<file path="src/rtl/multicycle_control_fsm.sv">
`default_nettype none
// ============================================================================
//  Module      : multicycle_control_fsm
//  Description : Multi-cycle sequencer for the RV32I-subset datapath with
//                memory-ready stalls, illegal-opcode and timeout traps.
//  Revision    : 1.0 - initial release
// ============================================================================
module multicycle_control_fsm #(
    parameter int MAX_WAIT = 15,
    parameter int CNT_W    = 4
) (
    input  logic       clk,
    input  logic       reset,
    input  logic [6:0] Opcode,
    input  logic [3:0] Funct,
    input  logic       Zero,
    input  logic       mem_ready,
    output logic       PCWrite,
    output logic       IRWrite,
    output logic       Branch,
    output logic       MemRead,
    output logic       MemWrite,
    output logic       MemtoReg,
    output logic       ALUSrcA,
    output logic [1:0] ALUSrcB,
    output logic       RegWrite,
    output logic [3:0] Operation,
    output logic [3:0] state,
    output logic       illegal,
    output logic       timeout
);

    typedef enum logic [3:0] {
        S_FETCH    = 4'd0,
        S_DECODE   = 4'd1,
        S_EXEC_R   = 4'd2,
        S_EXEC_I   = 4'd3,
        S_ALU_WB   = 4'd4,
        S_MEM_ADDR = 4'd5,
        S_MEM_RD   = 4'd6,
        S_MEM_WB   = 4'd7,
        S_MEM_WR   = 4'd8,
        S_BRANCH   = 4'd9,
        S_TRAP     = 4'd15
    } state_t;

    localparam logic [6:0] c_OP_R   = 7'b0110011;
    localparam logic [6:0] c_OP_I   = 7'b0010011;
    localparam logic [6:0] c_OP_LW  = 7'b0000011;
    localparam logic [6:0] c_OP_SW  = 7'b0100011;
    localparam logic [6:0] c_OP_BEQ = 7'b1100011;

    localparam logic [3:0] c_ALU_AND = 4'b0000;
    localparam logic [3:0] c_ALU_OR  = 4'b0001;
    localparam logic [3:0] c_ALU_ADD = 4'b0010;
    localparam logic [3:0] c_ALU_SUB = 4'b0110;

    localparam logic [CNT_W-1:0] c_MAX_WAIT = CNT_W'(MAX_WAIT);
    localparam logic [CNT_W-1:0] c_CNT_ONE  = CNT_W'(1);

    state_t           r_state;
    logic [6:0]       r_op;
    logic [3:0]       r_funct;
    logic [CNT_W-1:0] r_cnt;
    logic             r_illegal;
    logic             r_timeout;
    state_t           w_dec_next;
    logic             w_expired;

    function automatic logic [3:0] f_rtype_op(input logic [3:0] funct);
        case (funct)
            4'b1000: return c_ALU_SUB;
            4'b0111: return c_ALU_AND;
            4'b0110: return c_ALU_OR;
            default: return c_ALU_ADD;
        endcase
    endfunction

    function automatic logic [3:0] f_itype_op(input logic [2:0] funct3);
        case (funct3)
            3'b111:  return c_ALU_AND;
            3'b110:  return c_ALU_OR;
            default: return c_ALU_ADD;
        endcase
    endfunction

    // Dispatch combines opcode and funct legality; anything unsupported traps.
    always_comb begin
        w_dec_next = S_TRAP;
        case (Opcode)
            c_OP_R:  if (Funct inside {4'b0000, 4'b1000, 4'b0111, 4'b0110}) w_dec_next = S_EXEC_R;
            c_OP_I:  if (Funct[2:0] inside {3'b000, 3'b111, 3'b110}) w_dec_next = S_EXEC_I;
            c_OP_LW,
            c_OP_SW: w_dec_next = S_MEM_ADDR;
            c_OP_BEQ: if (Funct[2:0] == 3'b000) w_dec_next = S_BRANCH;
            default: w_dec_next = S_TRAP;
        endcase
    end

    // Ready arriving in the same cycle as the limit still wins over the trap.
    assign w_expired = !mem_ready && (r_cnt == c_MAX_WAIT);

    always_ff @(posedge clk or negedge reset) begin
        if (!reset) begin
            r_state   <= S_FETCH;
            r_op      <= '0;
            r_funct   <= '0;
            r_cnt     <= '0;
            r_illegal <= 1'b0;
            r_timeout <= 1'b0;
        end else begin
            r_cnt <= '0;
            case (r_state)
                S_FETCH, S_MEM_RD, S_MEM_WR: begin
                    if (mem_ready) begin
                        r_state <= (r_state == S_FETCH)  ? S_DECODE :
                                   (r_state == S_MEM_RD) ? S_MEM_WB : S_FETCH;
                    end else if (w_expired) begin
                        r_state   <= S_TRAP;
                        r_timeout <= 1'b1;
                    end else begin
                        r_cnt <= r_cnt + c_CNT_ONE;
                    end
                end
                S_DECODE: begin
                    r_op    <= Opcode;
                    r_funct <= Funct;
                    r_state <= w_dec_next;
                    if (w_dec_next == S_TRAP) r_illegal <= 1'b1;
                end
                S_EXEC_R, S_EXEC_I:  r_state <= S_ALU_WB;
                S_ALU_WB, S_MEM_WB,
                S_BRANCH:            r_state <= S_FETCH;
                S_MEM_ADDR:          r_state <= (r_op == c_OP_LW) ? S_MEM_RD : S_MEM_WR;
                S_TRAP:              r_state <= S_TRAP;
                default:             r_state <= S_TRAP;
            endcase
        end
    end

    // Moore decode; FETCH handshake and beq PCWrite follow mem_ready/Zero directly.
    always_comb begin
        PCWrite   = 1'b0;
        IRWrite   = 1'b0;
        Branch    = 1'b0;
        MemRead   = 1'b0;
        MemWrite  = 1'b0;
        MemtoReg  = 1'b0;
        ALUSrcA   = 1'b0;
        ALUSrcB   = 2'b00;
        RegWrite  = 1'b0;
        Operation = c_ALU_ADD;
        case (r_state)
            S_FETCH: begin
                MemRead = 1'b1;
                ALUSrcB = 2'b01;
                IRWrite = mem_ready;
                PCWrite = mem_ready;
            end
            S_EXEC_R: begin
                ALUSrcA   = 1'b1;
                Operation = f_rtype_op(r_funct);
            end
            S_EXEC_I: begin
                ALUSrcA   = 1'b1;
                ALUSrcB   = 2'b10;
                Operation = f_itype_op(r_funct[2:0]);
            end
            S_ALU_WB: begin
                RegWrite  = 1'b1;
                Operation = (r_op == c_OP_R) ? f_rtype_op(r_funct) : f_itype_op(r_funct[2:0]);
            end
            S_MEM_ADDR: begin
                ALUSrcA = 1'b1;
                ALUSrcB = 2'b10;
            end
            S_MEM_RD: MemRead = 1'b1;
            S_MEM_WB: begin
                RegWrite = 1'b1;
                MemtoReg = 1'b1;
            end
            S_MEM_WR: MemWrite = 1'b1;
            S_BRANCH: begin
                Branch    = 1'b1;
                ALUSrcA   = 1'b1;
                Operation = c_ALU_SUB;
                PCWrite   = Zero;
            end
            default: ;
        endcase
        if (!reset) begin
            PCWrite  = 1'b0;
            IRWrite  = 1'b0;
            Branch   = 1'b0;
            MemRead  = 1'b0;
            MemWrite = 1'b0;
            MemtoReg = 1'b0;
            RegWrite = 1'b0;
        end
    end

    assign state   = r_state;
    assign illegal = r_illegal;
    assign timeout = r_timeout;

endmodule
`default_nettype wire

</file>
<file path="config.mk">
export PLATFORM = sky130hd
export DESIGN_NAME = multicycle_control_fsm
export DESIGN_NICKNAME = d
export VERILOG_FILES = /design/src/rtl/multicycle_control_fsm.sv
export SDC_FILE = /design/constraint.sdc
export NUM_CORES = 1
export LEC_CHECK = 0
export BUFFER_PORTS_ARGS = -buffer_cell sky130_fd_sc_hd__buf_2
export CORE_ASPECT_RATIO = 0.6
export CORE_UTILIZATION = 45
export CTS_BUF_LIST = sky130_fd_sc_hd__clkbuf_8 sky130_fd_sc_hd__clkbuf_16
export CTS_CLUSTER_SIZE = 24
export DETAILED_ROUTE_END_ITERATION = 8
export GPL_ROUTABILITY_DRIVEN = 1
export MAX_ROUTING_LAYER = met4
export PLACE_DENSITY = 0.73
export RECOVER_POWER = 100
export SLEW_MARGIN = 10
export SYNTH_ARGS = -nofsm -noshare
export SYNTH_HDL_FRONTEND = slang
export SYNTH_SLANG_ARGS = --single-unit
</file>
<file path="constraint.sdc">
create_clock -name clk -period 4.95 [get_ports clk]
set_clock_uncertainty 0.15 [all_clocks]
set_input_delay 0.7425 -clock clk [delete_from_list [all_inputs] [get_ports clk]]
set_output_delay 0.7425 -clock clk [all_outputs]
set_load 0.01 [all_outputs]
</file>
After elaboration in Yosys (flattened, before gate mapping)
Cells that the tools add are included.

Output and inout bits: 20. Register bits after elaboration: 21. Logic and storage cells: 87.

Reduce and logical (&&, ||, !) cells: 17. $add $sub $neg: 1. Bitwise operators: 1. Equal/unequal tests: 29. Muxes and demuxes: 33.

Operators by type and width (count): 4-bit 2-to-1 mux (9); 4-bit by 3-bit equality test with 1-bit output, second input constant (8); 4-bit case mux with 4 select lines (2); 4-bit equality test, second input constant (6); 7-bit by 6-bit equality test with 1-bit output, second input constant (3); 4-bit case mux with 5 select lines (1); 7-bit by 2-bit equality test with 1-bit output, second input constant (2); 1-bit 2-to-1 mux (14); 3-bit equality test, second input constant (4); 2-bit OR reduction (5); 3-bit 2-to-1 mux (3); 3-bit case mux with 3 select lines (1); 4-bit by 2-bit equality test with 1-bit output, second input constant (2); 4-bit logical NOT (2); 2-bit case mux with 2 select lines (2); 7-bit by 5-bit equality test with 1-bit output, second input constant (1); 7-bit equality test, second input constant (1); 3-bit OR reduction (2); 4-bit by 1-bit adder with 4-bit output, second input constant (1); 4-bit by 1-bit equality test with 1-bit output, second input constant (1); 4-bit nonzero test (1); 4-bit OR reduction (1); 3-bit logical NOT (1); 3-bit inequality test, second input constant (1); other kinds (7) (7).

Depth between registers and ports, before layout
Word-level depth: 6. Gate-level depth with buffers: 6. Depth with buffers taken out: 5.

Least setup slack after synthesis
Ideal clock, no wire load.

Path type: flip-flop to output port. Start point: reg r_state[1], in the netlist state[1]. End point: out IRWrite. Arrival time: 1.480 ns. Stages on the path, launching flop included: 4. Path buffers: 1. Data required time: 4.058 ns. Path slack: 2.577 ns. Path through: dfrtp_1 > clkbuf_1 > nor4_1 > and3_1.

Longest elaborated chain between the ends: 3.

Ends and longest elaborated chain: start, declared (line 61) `state_t r_state;`; start signal, assigned (line 116) `r_state <= (r_state == S_FETCH) ? S_DECODE :`; start signal, assigned (line 128) `r_state <= w_dec_next;`; start signal, assigned (line 134) `S_MEM_ADDR: r_state <= (r_op == c_OP_LW) ? S_MEM_RD : S_MEM_WR;`; 4-bit logical NOT (line 153) `case (r_state)`; 1-bit 2-to-1 mux (line 153); 1-bit 2-to-1 mux (line 191) `if (!reset) begin`; end, declared (line 19) `output logic IRWrite,`.

No other way between the ends.

Worst setup path after layout
Start point: in reset. End point: out RegWrite.

Longest elaborated chain between the ends: 1.

Ends and longest elaborated chain: start, declared (line 13) `input logic reset,`; 1-bit 2-to-1 mux (line 191); end, declared (line 26) `output logic RegWrite,`.

No other way between the ends.

==> run summary <==
Post-Syn Instances - 161
Reg2Reg Depth - 4
post-synth cell types - 44
commonest cells after routing, fill and taps aside - nand2_1, dfrtp_1, clkbuf_1
Netlist Area Pre-Place - 1310 µm²
element type at the critical path start - primary input
Worst Path Required - 4.06 ns
critical path class - primary input to output pin
Synth top area share - 0.403
Die Outline Area - 3130 µm²
CTS sink cnt - 21
most used cell, CP - clkbuf_1
max_cap viols - 0
drt wl/cell - 13.7 µm
CTS tree - yes
Via Count - 1,243
Clock transition at path regs - 0.08 ns
total core area - 2630 µm²
CTS Hold Buffers Added - 0
Synth area leaders - dfrtp_1, nand2_1, nor2_1, nand2b_1, nor2b_1
Crit path arrival time - 2.37 ns
vias in the first global route - 1,098
FFs w/ async S/R, synth - 1.00
Residual DRC - 0
Initial DRC Count - 90
Die X - 71.5 µm
Peak Freq - 0.306 GHz
RSZ-0062 raised after global routing - false
Top Family by Delay on Critical Path - buffers and inverters
worst-skew pair later-pin latency - 0.26 ns
GRT overflow - 0
Worst-Margin Slew - 1.24 ns
status - finished clean
clk root buf - clkbuf_8
end-of-flow core utilization - 0.558
average size of a mapped cell - 8.11 µm²
post-CTS resize count - 0
Pleak - 0.551 nW
Final #Nets - 205
IO buf count - 33
Rows - 14
Slew Viols, Final - 0
register area share after synthesis - 0.403
IO Count - 35
Via density - 5.65
post-route ant nets - 0
commonest non-fill, non-tap cell in the layout - nand2_1
Worst Path Buf+Inv - 2
class of the worst hold path - flop to flop
Max IR drop VDD - 0.156 mV
Final Cycle Share - 0.660
ANT cells - 0
Slew headroom - 0.171
Cell Pwr Density - 208 nW/µm²
CP cell instances - clkbuf_1, nor2b_1, nand2_1, nor3_1, clkbuf_1
initial antenna violation count - 0
WP depth - 5
Initial Util - 0.497
first-pass GRT wire length - 5110 µm
minimum clock period - 3.27 ns
top_reg_cell synth - dfrtp_1
slowest stage delay, CP - 0.89 ns
aggregate global-route resource usage - 0.223
hold depth - 1
1st-pass router iterations - 4
CP max stage cell - clkbuf_1
Fin Setup TNS - 0 ns
die height - 43.7 µm
Area Overhead vs Synth - 12.3%
GP Congestion - 0.773
postcts setup bufs - 0
Final setup viols - 0
Worst Path Max Fanout - 25
CP Capture Type - output pin
largest net degree at the start of global routing - 26
Post-synth EDFFs - 0
final hold viol count - 0
Total Routed Length - 3010 µm
H-tree Lvls - 1
Inserted Clock Buffers - 3
layout cells sized above 1 - 0.106
Max clock buf depth - 2
Yosys top cell by area - dfrtp_1
Ys Warns - 0
syn nets - 177
synthesis-stage register bit count - 21
DP Wirelength - 2280 µm
## synthesized netlist by cell type, drive strengths merged, types with 2 or more instances
cell / count
nor2: 17
o22ai: 3
a31oi: 2
nand2: 41
a21oi: 4
nor3: 6
nor3b: 2
xnor2: 2
nor4: 4
clkbuf: 3
buf: 7
a211oi: 2
dfrtp: 21
nor2b: 5
and3: 2
o21bai: 2
o21ai: 5
nand3: 3
nand3b: 4
nand2b: 6
## flip-flops by register name (all words and copies together), names as in the netlist
name     count
illegal      1
r_cnt        4
r_funct      4
r_op         7
state        4
timeout      1
## stage by stage
step                worst slack (ns)  power [mW]  cell area, µm²  std cells  hold WS [ns]
finish                          1.68       0.304            1470        220         0.335
global route                    1.43       0.319            1470        220         0.351
CTS                             2.12       0.310            1510        220         0.309
detailed placement              2.19       0.196            1460        216         0.306
global placement                2.27       0.195            1460        216         0.299
floorplan                       2.58       0.182            1310        161         0.283
## path summary, 6_finish.rpt
check | start | endpoint | slack, ns
setup / recovery | reset | RegWrite | 1.68
hold / removal | r_cnt[0] | r_cnt[0] | 0.33
setup reg to reg | state[0] | state[3] | 2.43
hold reg to reg | r_cnt[0] | r_cnt[0] | 0.33
max in group asynchronous | reset | r_funct[1] | 3.34
min in group asynchronous | reset | r_cnt[2] | 0.57
## kinds of logic after synthesis
logic type / after synthesis / synth area share
AOI/OAI and AO/OA: 28 / 0.151
DFF: 21 / 0.403
and+or+nand+nor: 96 / 0.373
xor gates and xnor gates: 3 / 0.0201
adders and majority gates: 1 / 0.00959
other: 1 / 0.00287
buffers and inverters: 11 / 0.0403
## per-layer routing
layer  global-route usage  share of wire  vias up
met5                    -              0        -
met4               0.0549          0.010        0
met3               0.0535          0.059        4
met2                0.337           0.42       43
met1                0.306           0.51      580
li1                     -              -      616
## power by group
group	switching [mW]	total (mW)	internal [mW]
logic	0.0120	0.0191	0.00714
registers	0.000660	0.173	0.172
clock network	0.0558	0.113	0.0568
total	0.0684	0.304	0.236
## area by class of cell
class,instances,area (µm²)
fill,244,1160
tap,32,40.0
sequential,21,526
inverter,1,3.75
timing repair buffer,33,140
clock buffer,3,41.3
clock inverter,1,7.51
multi-input combinational,129,707
(Power assumes the default switching activity.)
